===== config.mk =====
export PLATFORM = sky130hd
export DESIGN_NAME = sound_i2s_tx_flat
export DESIGN_NICKNAME = d
export VERILOG_FILES = /design/src/rtl/sound_i2s_tx_if.sv /design/src/rtl/sound_i2s_tx.sv /design/src/flat_wrapper.sv
export SDC_FILE = /design/constraint.sdc
export NUM_CORES = 1
export LEC_CHECK = 0
export ABC_AREA = 1
export CORE_ASPECT_RATIO = 1.1
export CORE_UTILIZATION = 35
export CTS_CLUSTER_DIAMETER = 50
export DETAILED_ROUTE_END_ITERATION = 10
export SETUP_SLACK_MARGIN = 0.02
export SYNTH_ARGS = -nofsm -noshare
export SYNTH_HDL_FRONTEND = slang
export SYNTH_SLANG_ARGS = --single-unit
export TNS_END_PERCENT = 20

===== constraint.sdc =====
create_clock -name clk -period 3.8 [get_ports clk]
set_clock_uncertainty 0.05 [all_clocks]
set_input_delay 0.76 -clock clk [delete_from_list [all_inputs] [get_ports clk]]
set_output_delay 0.76 -clock clk [all_outputs]
set_load 0.005 [all_outputs]

===== src/rtl/sound_i2s_tx_if.sv =====
// -----------------------------------------------------------------------------
// sound_i2s_tx_if
// Sample hand-off between the sound generator (master) and the I2S
// transmitter (slave).
//   enable     : master -> slave, 1 = play latched samples, 0 = mute
//   sample_l   : master -> slave, left/mono sample, two's complement
//   sample_r   : master -> slave, right sample (SOUND_I2S_TX_STEREO_EN only)
//   sample_req : slave -> master, one-clk pulse on the cycle samples are latched
// Optional macro: SOUND_I2S_TX_STEREO_EN adds sample_r.
// -----------------------------------------------------------------------------
interface sound_i2s_tx_if #(
   parameter int SAMPLE_BITS = 24
);
   logic                   enable;
   logic [SAMPLE_BITS-1:0] sample_l;
`ifdef SOUND_I2S_TX_STEREO_EN
   logic [SAMPLE_BITS-1:0] sample_r;
`endif
   logic                   sample_req;

   modport master (
`ifdef SOUND_I2S_TX_STEREO_EN
      output sample_r,
`endif
      output enable,
      output sample_l,
      input  sample_req
   );

   modport slave (
`ifdef SOUND_I2S_TX_STEREO_EN
      input  sample_r,
`endif
      input  enable,
      input  sample_l,
      output sample_req
   );
endinterface


===== src/rtl/sound_i2s_tx.sv =====
// -----------------------------------------------------------------------------
// sound_i2s_tx
// Serialises the mixed sample stream into a Philips I2S bitstream for a codec
// running in slave mode. bclk and lrck are derived from clk; one stereo frame
// is 2*SLOT_BITS bclk periods, and one sample pair is latched per frame.
//
// Ports:
//   clk     : system clock
//   resetn  : synchronous, active-low reset (clears everything, aborts frame)
//   smp     : sound_i2s_tx_if.slave (enable, sample_l, [sample_r], sample_req)
//   bclk    : I2S bit clock, period 2*CLK_DIV clk
//   lrck    : word select, 0 = left slot, 1 = right slot
//   dacdat  : serial data, changes after bclk falls, MSB first, one-bclk delay
//
// Optional macro: SOUND_I2S_TX_STEREO_EN
//   defined   : right slot carries sample_r
//   undefined : right slot repeats the latched left/mono sample
// -----------------------------------------------------------------------------
module sound_i2s_tx #(
   parameter int CLK_DIV     = 8,
   parameter int SAMPLE_BITS = 24,
   parameter int SLOT_BITS   = 32
) (
   input  logic                 clk,
   input  logic                 resetn,
   sound_i2s_tx_if.slave        smp,
   output logic                 bclk,
   output logic                 lrck,
   output logic                 dacdat
);

   localparam int DIV_W = (CLK_DIV > 1) ? $clog2(CLK_DIV) : 1;
   localparam int B_W   = $clog2(SLOT_BITS);

   localparam logic [DIV_W-1:0] DIV_LAST = DIV_W'(CLK_DIV - 1);
   localparam logic [B_W-1:0]   B_LAST   = B_W'(SLOT_BITS - 1);
   localparam logic [B_W-1:0]   B_WORD   = B_W'(SAMPLE_BITS);

   logic [DIV_W-1:0]       div_cnt;
   logic [B_W-1:0]         bit_idx;
   logic [SAMPLE_BITS-1:0] h_l;
`ifdef SOUND_I2S_TX_STEREO_EN
   logic [SAMPLE_BITS-1:0] h_r;
`endif
   logic [SAMPLE_BITS-1:0] shift_reg;

   logic                   div_last;
   logic                   fall_evt;
   logic [B_W-1:0]         bit_nxt;
   logic                   slot_start;
   logic                   left_start;
   logic                   in_word;
   logic [SAMPLE_BITS-1:0] new_l;
   logic [SAMPLE_BITS-1:0] right_word;
`ifdef SOUND_I2S_TX_STEREO_EN
   logic [SAMPLE_BITS-1:0] new_r;
`endif

   always_comb begin
      div_last   = (div_cnt == DIV_LAST);
      // bclk is about to fall when the divider wraps while bclk is high
      fall_evt   = div_last & bclk;
      bit_nxt    = (bit_idx == B_LAST) ? '0 : bit_idx + 1'b1;
      slot_start = fall_evt & (bit_nxt == '0);
      // lrck currently high means the slot about to start is the left one
      left_start = slot_start & lrck;
      // b = 1..SAMPLE_BITS carries the word; b = 0 is the I2S one-bit delay
      in_word    = (bit_nxt != '0) && (bit_nxt <= B_WORD);
      new_l      = smp.enable ? smp.sample_l : '0;
`ifdef SOUND_I2S_TX_STEREO_EN
      new_r      = smp.enable ? smp.sample_r : '0;
      right_word = h_r;
`else
      // h_l only changes at left-slot start, so it still holds this frame's word
      right_word = h_l;
`endif
   end

   always_ff @(posedge clk) begin
      if (!resetn) begin
         div_cnt        <= '0;
         bclk           <= 1'b0;
         bit_idx        <= '0;
         lrck           <= 1'b0;
         dacdat         <= 1'b0;
         smp.sample_req <= 1'b0;
         h_l            <= '0;
`ifdef SOUND_I2S_TX_STEREO_EN
         h_r            <= '0;
`endif
         shift_reg      <= '0;
      end else begin
         smp.sample_req <= left_start;

         if (div_last) begin
            div_cnt <= '0;
            bclk    <= ~bclk;
         end else begin
            div_cnt <= div_cnt + 1'b1;
         end

         if (left_start) begin
            h_l <= new_l;
`ifdef SOUND_I2S_TX_STEREO_EN
            h_r <= new_r;
`endif
         end

         // All serial outputs move only on bclk falling so the DAC sees
         // stable data on the following rising edge.
         if (fall_evt) begin
            bit_idx <= bit_nxt;
            if (slot_start) begin
               lrck      <= ~lrck;
               dacdat    <= 1'b0;
               // The freshly latched word goes out in the slot that starts now
               shift_reg <= lrck ? new_l : right_word;
            end else if (in_word) begin
               dacdat    <= shift_reg[SAMPLE_BITS-1];
               shift_reg <= {shift_reg[SAMPLE_BITS-2:0], 1'b0};
            end else begin
               dacdat    <= 1'b0;
            end
         end
      end
   end

endmodule


===== src/flat_wrapper.sv =====
// flat-port wrapper written by rule: the top's interface ports become plain ports
module sound_i2s_tx_flat 
#(
   parameter int CLK_DIV     = 8,
   parameter int SAMPLE_BITS = 24,
   parameter int SLOT_BITS   = 32
)
  (clk, resetn, bclk, lrck, dacdat, smp_enable, smp_sample_l, smp_sample_req);
  sound_i2s_tx_if #(.SAMPLE_BITS(SAMPLE_BITS)) smp_i ();
  input  logic clk;
  input  logic resetn;
  output logic bclk;
  output logic lrck;
  output logic dacdat;
  input wire logic [$bits(smp_i.enable)-1:0] smp_enable;
  input wire logic [$bits(smp_i.sample_l)-1:0] smp_sample_l;
  output wire logic [$bits(smp_i.sample_req)-1:0] smp_sample_req;
  assign smp_i.enable = smp_enable;
  assign smp_i.sample_l = smp_sample_l;
  assign smp_sample_req = smp_i.sample_req;
  sound_i2s_tx #(.CLK_DIV(CLK_DIV), .SAMPLE_BITS(SAMPLE_BITS), .SLOT_BITS(SLOT_BITS)) u_core (.clk(clk), .resetn(resetn), .smp(smp_i), .bclk(bclk), .lrck(lrck), .dacdat(dacdat));
endmodule

==> metrics.txt, run 1 <==
status finished, final reports clean; Async S/R FF share, synth 0%; Arr. time, crit path between 2000 and 3000 ps; H-Tree Depth 3; final worst path period share about 70%; drt drc 0; gr ovfl total 0; WL final about 6900 um; DR iter-0 viols approximately 120; syn_area_per_cell 6.56 um^2; iteration count of the initial detailed-routing pass 4; layout overhead on the synthesized area 16.6%; Worst setup EP type flop; most frequent cells in the layout 151 x nand2_1, 60 x dfxtp_1, 57 x inv_1, 55 x nor2_1; DP Cell Count 603; initial antenna violation count 0; Placed Area 3500 um^2; I/O Buffers 30; CTS Buffer Depth 2; Reg2Reg Setup Slack between 1000 and 1500 ps; RSZ-0062 raised after global routing no; Leak Pwr 0.00190 uW; Hold Path End u_core.div_cnt[0]; area leader, netlist dfxtp_1; post-cts resize count 0; relative slew slack around 22%; worst IR drop on VDD 198 uV; Synth Net Count 515; starting density of the core 35.9%; final hold vios 0; Die Y-Extent about 100 um; first-pass GRT wire length 12300 um; Post-Syn Area ~3200 um^2; reg-to-reg startpoint u_core.bit_idx[0]; Final GP Congestion ~0.80; wire per inst 11.2 um; DRT antenna net count 0; reg2reg path depth 12; maximum fanout along the worst path 26; Max-Cap Viols 0; Reg-to-Reg End u_core.h_l[23]; f_max between 300 and 400 MHz; I/O pins 31; clk_lat worst skew between 300 and 400 ps; die area roughly 9500 um^2; Max Slew Vio Count 0; fin area 3700 um^2; vias in the first global route 2751; CP Data Required Time around 4000 ps; largest net degree at the start of global routing 48; final cell count without fillers 619; TNS Setup 0 ps; sequential share of the synthesized area a little under two fifths; Slew @ Worst Pin 1160 ps; CTS tree yes; row cnt 36; GRT Util Overall between 10% and 20%; critical path class reg -> reg; # Post-CTS Setup Buffers 0; top cell type's share of synthesized area a little under two fifths; Num Clock Sinks 60; Post-CTS Hold Fix Bufs 0; post-synthesis cell type count 23; most common cell after layout, fill and taps aside nand2_1; share of layout cells above drive strength 1 about 6.5%; critical hold path startpoint u_core.div_cnt[0]; Root Driver clkbuf_8; Vias per Instance 4.67; Startpoint Class flop; hold depth 1; Hold Path Class reg -> reg; Post-DP HPWL ~4400 um; Seq cells post-synth 60; final net count roughly 530; Setup violations, final 0; core area slightly below 9000 um^2; top post-synthesis cells by area dfxtp_1 38%, nand2_1 18%, inv_1 6.7%; Worst-path clk slew approximately 70 ps; chip width 92.8 um; Synth Instances ~480; fin crit period approximately 2600 ps; Syn. warnings 0; pwr dens approximately 350 nW/um^2; top_reg_cell synth dfxtp_1; DR vias approximately 2900; Post-synth EDFFs 0; number of buffers created by CTS 9; # diodes 0
==> cells in the mapped netlist (2+ instances only) <==
cell type	instances
nand2_1	151
dfxtp_1	60
inv_1	57
nor2_1	56
o21ai_0	30
nand3_1	25
nand4_1	25
o21bai_1	23
clkbuf_1	16
a21oi_1	9
buf_2	8
buf_6	5
ha_1	4
nand3_2	4
inv_2	2
nor2_4	2
==> critical path, cell delays in order, from the launching register on <==
cell and delay (ps):
dfxtp_1 370, ha_1 180, nand2_1 80, nor2_1 110, ha_1 180, inv_2 70, nand3_2 100, nand3_2 100
nor2_4 180, nand3_4 310, nor2_4 590, nand2_1 110, nand2_1 80
==> cells by family after synthesis <==
kind of cell	after synthesis	synth area share, %
simple gates	265	36.1
buf+inv	91	12.4
compound gates	64	12.1
flops	60	37.9
fa+ha+maj	4	1.58
==> how the worst max path moves through the flow <==
stage	slack [ps]	end	from	cells after the start
6_report	1190	u_core.h_l[23]	u_core.bit_idx[0]	12
4_1_cts	1180	u_core.h_l[21]	u_core.bit_idx[0]	12
3_3_place_gp	1080	u_core.shift_reg[6]	smp_enable	7
2_1_floorplan	1890	u_core.shift_reg[10]	u_core.bit_idx[0]	14
3_5_place_dp	1040	u_core.shift_reg[6]	smp_enable	7
5_1_grt	860	u_core.shift_reg[14]	u_core.bit_idx[0]	13
==> power breakdown <==
group          switching (uW)  internal, uW
clock                     256           337
combinational            30.2          35.5
sequential              0.994           631
total                     287          1000
==> area by class of cell <==
| class | instances | area (um^2) |
|---|---|---|
| Clock buffer | 12 | 155 |
| Clock inverter | 4 | 47.5 |
| Fill cell | 952 | 5130 |
| Inverter | 60 | 225 |
| Multi-Input combinational cell | 333 | 1580 |
| Sequential cell | 60 | 1200 |
| Tap cell | 114 | 143 |
| Timing Repair Buffer | 36 | 345 |
==> stage by stage <==
| stage | utilization, % | total power [uW] | hold WS [ps] | setup WS, ps |
|---|---|---|---|---|
| floorplan | - | 676 | 347 | 1890 |
| global placement | 39.6 | 712 | 360 | 1080 |
| detailed placement | 39.6 | 713 | 366 | 1040 |
| CTS | 41.9 | 1300 | 376 | 1180 |
| global route | 41.9 | 1330 | 388 | 857 |
| finish | 41.9 | 1290 | 373 | 1190 |
==> routing by layer <==
layer	up-vias	part of all wire (%)	track usage (%)
met4	0	1.7	6.75
met3	8	2.7	2.23
met1	1288	48	19.3
li1	1555	-	-
met5	-	0	0
met2	41	48	29.4
No activity file was read; power rests on OpenSTA's default activity.
==> inputs of run 2 (changes only) <==
clock period = 2.6 ns   (was 3.8 ns; I/O delays follow)
==> metrics.txt, run 2 (same netlist as run 1, synthesis figures left out) <==
reg-to-reg startpoint u_core.bit_idx[0]; most common cell after layout, fill and taps aside nand2_1; fin util 42.2%; Reg2Reg Setup Slack around 330 ps; GR Layer Usage met1 between 20% and 30%; vias in the first global route ~2700; die area between 9000 and 10000 um^2; Hold Path Class reg -> reg; DR iter-0 viols roughly 130; CTS tree yes; switching power 400 uW; Flop pwr share between 50% and 60%; post-cts resize count 0; row cnt 36; pwr dens about 480 nW/um^2; TNS Setup 0 ps; fin crit period 2270 ps; largest net degree at the start of global routing 50; GRT busiest layer met2; I/O Buffers 30; Die Y-Extent approximately 100 um; Vias per Instance roughly 4.7; global-route track usage on met2 between 20% and 30%; DR vias roughly 3000; gr ovfl total 0; Worst setup EP type flop; Root Driver clkbuf_8; clk_lat worst skew about 330 ps; CP Data Required Time 2780 ps; Max Slew Vio Count 0; Reg-to-Reg End u_core.shift_reg[3]; wire per inst ~12 um; f_max between 400 and 500 MHz; # diodes 0; core area around 8800 um^2; Startpoint Class flop; GRT Util Overall between 10% and 20%; met3 Usage GRT under 10%; CTS Buffer Depth 2; Worst path most repeated cell nor2_1; maximum fanout along the worst path 24; Post-CTS Hold Fix Bufs 0; fillers 967; Leak Pwr slightly below 0.002 uW; I/O pins 31; DRT antenna net count 0; reg2reg path depth 11; H-Tree Depth 3; drt drc 0; Worst-path clk slew about 70 ps; WL final 7230 um; layout overhead on the synthesized area 17.5%; Slew @ Worst Pin about 480 ps; worst path cell trace ha_1 -> nand2_1 -> nor2_1 -> ha_1 -> inv_2 -> nand3_2 -> nand3_2 -> nand2_1 -> inv_1 -> nor2_1 -> nor2_1; share of total power in the clock network between 40 and 50%; relative slew slack 68.2%; final hold vios 0; Comb power frac between 5 and 6%; RSZ-0062 raised after global routing no; share of layout cells above drive strength 1 7.42%; # Post-CTS Setup Buffers 0; critical path class reg -> reg; worst IR drop on VDD around 300 uV; Max-Cap Viols 0; Pint between 1000 and 1500 uW; status finished, final reports clean; Sw Ratio between 20% and 30%; final worst path period share 87.2%; starting density of the core a little over a third; Post-DP HPWL around 4800 um; Arr. time, crit path about 2500 ps; CP max-delay cell nand3_2; chip width slightly above 90 um; iteration count of the initial detailed-routing pass 4; CP Launch Point u_core.bit_idx[0]; Final GP Congestion between 0.7 and 0.8; first-pass GRT wire length 12500 um; CP endpoint u_core.shift_reg[3]; Setup violations, final 0; initial antenna violation count 0; most frequent cells in the layout 151 x nand2_1, 60 x dfxtp_1, 57 x inv_1, 55 x nor2_1; Max stage delay on crit path 440 ps; final net count around 540; number of buffers created by CTS 9; Num Clock Sinks 60; critical hold path startpoint u_core.div_cnt[0]
==> run 2: changes by cell type in the layout (fill, tap and decap cells not counted) <==
cell        previous run  this run
bufinv_16              1         0
buf_4                  6        13
clkinvlp_4             1         0
clkinv_2               2         1
clkbuf_1               1         3
clkbuf_8              11        12
==> run 2: final cells by class <==
cell class | instances | area, um^2 | area share, %
Tap cell | 114 | 143 | 3.82
Inverter | 60 | 225 | 6.04
Clock buffer | 15 | 176 | 4.73
Sequential cell | 60 | 1200 | 32.2
Multi-Input combinational cell | 333 | 1580 | 42.4
Timing Repair Buffer | 43 | 398 | 10.7
Clock inverter | 1 | 5.00 | 0.134
==> run 2: power by group through the flow <==
stage	registers (uW)	logic [uW]	clock network [uW]
floorplan	945	42.9	0
global placement	945	95.2	0
detailed placement	946	96.8	0
CTS	925	96.9	803
global route	925	106	839
finish	925	95.5	780
==> run 2: how the worst min path moves through the flow <==
stage               cells after the start                end  slack, ps
finish                                  1  u_core.div_cnt[0]        390
global route                            1  u_core.div_cnt[0]        410
CTS                                     1  u_core.div_cnt[0]        390
detailed placement                      1  u_core.div_cnt[0]        380
global placement                        1  u_core.div_cnt[0]        360
floorplan                               1  u_core.div_cnt[0]        350
==> run 2: per-stage QoR <==
step                      power (uW)  worst slack [ps]  std cells  area (um^2)  hold slack (ps)
after floorplan                  988               694        484         3170              347
after global placement          1040               414        610         3550              357
after detailed placement        1040               324        610         3550              380
after CTS                       1820               301        626         3730              390
after global routing            1870              71.8        626         3730              410
final                           1800               333        626         3730              388
==> run 2: metal layers <==
layer	vias up	part of all wire, %
li1	1567	-
met1	1340	48
met2	38	48
met3	12	2.7
met4	0	1.7
met5	-	0
==> run 2: worst max-delay path: cells and delay by family, from the launching register on <==
kind          cells  cell delay (ps)
flops             1              380
buf+inv           2              130
simple gates      7             1240
fa+ha+maj         2              380
==> inputs of run 3 (changes only) <==
RECOVER_POWER = 100   (was unset)
==> metrics.txt, run 3 (same netlist as run 1, synthesis figures left out) <==
status finished, final reports clean; post-cts resize count 0; Root Driver clkbuf_8; critical path class reg -> reg; CTS tree yes; wire per inst 11.6 um; Sw Ratio 22.2%; Seq. cell area 1200 um^2; DR vias 2962; CTS Buffer Depth 2; Post-CTS Hold Fix Bufs 0; relative slew slack 38.2%; H-Tree Depth 3; row cnt 36; Post-DP HPWL 4780 um; Max-Cap Viols 0; Final GP Congestion between 0.7 and 0.8; Leak Pwr slightly below 0.002 uW; TNS Setup 0 ps; vias in the first global route approximately 2700; WL final between 7000 and 8000 um; iteration count of the initial detailed-routing pass 4; area of the multi-input gates approximately 1600 um^2; maximum fanout along the worst path 24; Crit path max-delay family simple AND/OR/NAND/NOR gates; switching power 400 uW; RSZ-0062 raised after global routing no; # diodes 0; CP max-delay cell dfxtp_1; first-pass GRT wire length 12500 um; Num Clock Sinks 60; gr ovfl total 0; Startpoint Class flop; # Post-CTS Setup Buffers 0; fin crit period about 2400 ps; share of layout cells above drive strength 1 roughly 6.3%; worst path cell trace ha_1 -> nand2_1 -> nor2_1 -> ha_1 -> inv_2 -> nand3_2 -> nand3_1 -> nor2_1 -> nand3_4 -> nor2_1 -> buf_4 -> nand2_1 -> nand2_1; final worst path period share between 90% and 100%; clk_lat worst skew 330 ps; DRT antenna net count 0; Die Y-Extent 102 um; I/O pins 31; largest net degree at the start of global routing 50; most common cell after layout, fill and taps aside nand2_1; final hold vios 0; layout overhead on the synthesized area 16.6%; fillers just under 1000; Comb power frac 5.2%; number of buffers created by CTS 9; Setup violations, final 0; I/O Buffers 30; Worst-path clk slew roughly 70 ps; DR iter-0 viols between 100 and 150; worst IR drop on VDD ~300 uV; dpl ws ~320 ps; share of total power in the clock network 43.4%; starting density of the core ~36%; f_max ~420 MHz; Worst setup EP type flop; core area slightly below 9000 um^2; initial antenna violation count 0; Flop pwr share ~51%; Max Slew Vio Count 0; drt drc 0; Hold Path Class reg -> reg; Slew @ Worst Pin approximately 900 ps; CP Data Required Time approximately 2800 ps; most frequent cells in the layout 151 x nand2_1, 60 x dfxtp_1, 57 x inv_1, 57 x nor2_1, 30 x o21ai_0; worst path buffer plus inverter count 2; Max stage delay on crit path 380 ps; Vias per Instance 4.73; final net count around 540; GRT Util Overall 16.7%; pwr dens 487 nW/um^2; Worst Slack Setup Final between 200 and 250 ps; Arr. time, crit path about 2600 ps; die area between 9000 and 10000 um^2; Pint between 1000 and 1500 uW; chip width ~93 um
## run 3: changes by cell type in the layout (fill, tap and decap cells not counted), sizes merged
cell | before | now
clkdlybuf4s50 | 30 | 25
clkbuf | 15 | 19
buf | 13 | 9
dlygate4sd3 | 0 | 5
## run 3: path summary, 6_finish.rpt
| path | start | end | slack (ps) | cells after the start |
|---|---|---|---|---|
| max | u_core.bit_idx[1] | u_core.h_l[9] | 220 | 13 |
| min | u_core.div_cnt[0] | u_core.div_cnt[0] | 390 | 1 |
| max reg2reg | u_core.bit_idx[1] | u_core.h_l[9] | 220 | 13 |
| min reg2reg | u_core.div_cnt[0] | u_core.div_cnt[0] | 390 | 1 |
## run 3: layer usage
metal	wire length [um]	vias to the layer above	GRT usage (%)
met5	0	-	0
met4	174	0	8.64
met3	147	14	2.53
met2	3490	41	28.5
met1	3470	1342	20.4
li1	-	1565	-
## run 3: per-stage QoR
stage | util [%] | instances | total power, uW | hold slack (ps) | instance area, um^2
final | 41.9 | 626 | 1800 | 388 | 3700
after global routing | 41.9 | 626 | 1870 | 410 | 3700
after CTS | 42.2 | 626 | 1820 | 390 | 3730
after detailed placement | 40.2 | 610 | 1040 | 380 | 3550
after global placement | 40.2 | 610 | 1040 | 357 | 3550
after floorplan | - | 484 | 988 | 347 | 3170
## run 3: cell type report
class	instances	share of cell area, %
Multi-Input combinational cell	333	42.2
Tap cell	114	3.86
Sequential cell	60	32.5
Inverter	60	6.09
Clock inverter	1	0.135
Clock buffer	15	4.77
Timing Repair Buffer	43	10.5
## run 3: worst reg2reg max path, cell delays in order, from the launching register on
cell and delay, ps:
dfxtp_1 380, ha_1 180, nand2_1 80, nor2_1 120, ha_1 200, inv_2 80, nand3_2 100, nand3_1 100
nor2_1 330, nand3_4 100, nor2_1 110, buf_4 310, nand2_1 110, nand2_1 70
## run 3: power groups by stage
stage / logic (uW) / clock network, uW / registers (uW)
finish: 94.2 / 780 / 925
global route: 105 / 839 / 925
CTS: 96.9 / 803 / 925
floorplan: 42.9 / 0 / 945
detailed placement: 96.8 / 0 / 946
global placement: 95.2 / 0 / 945
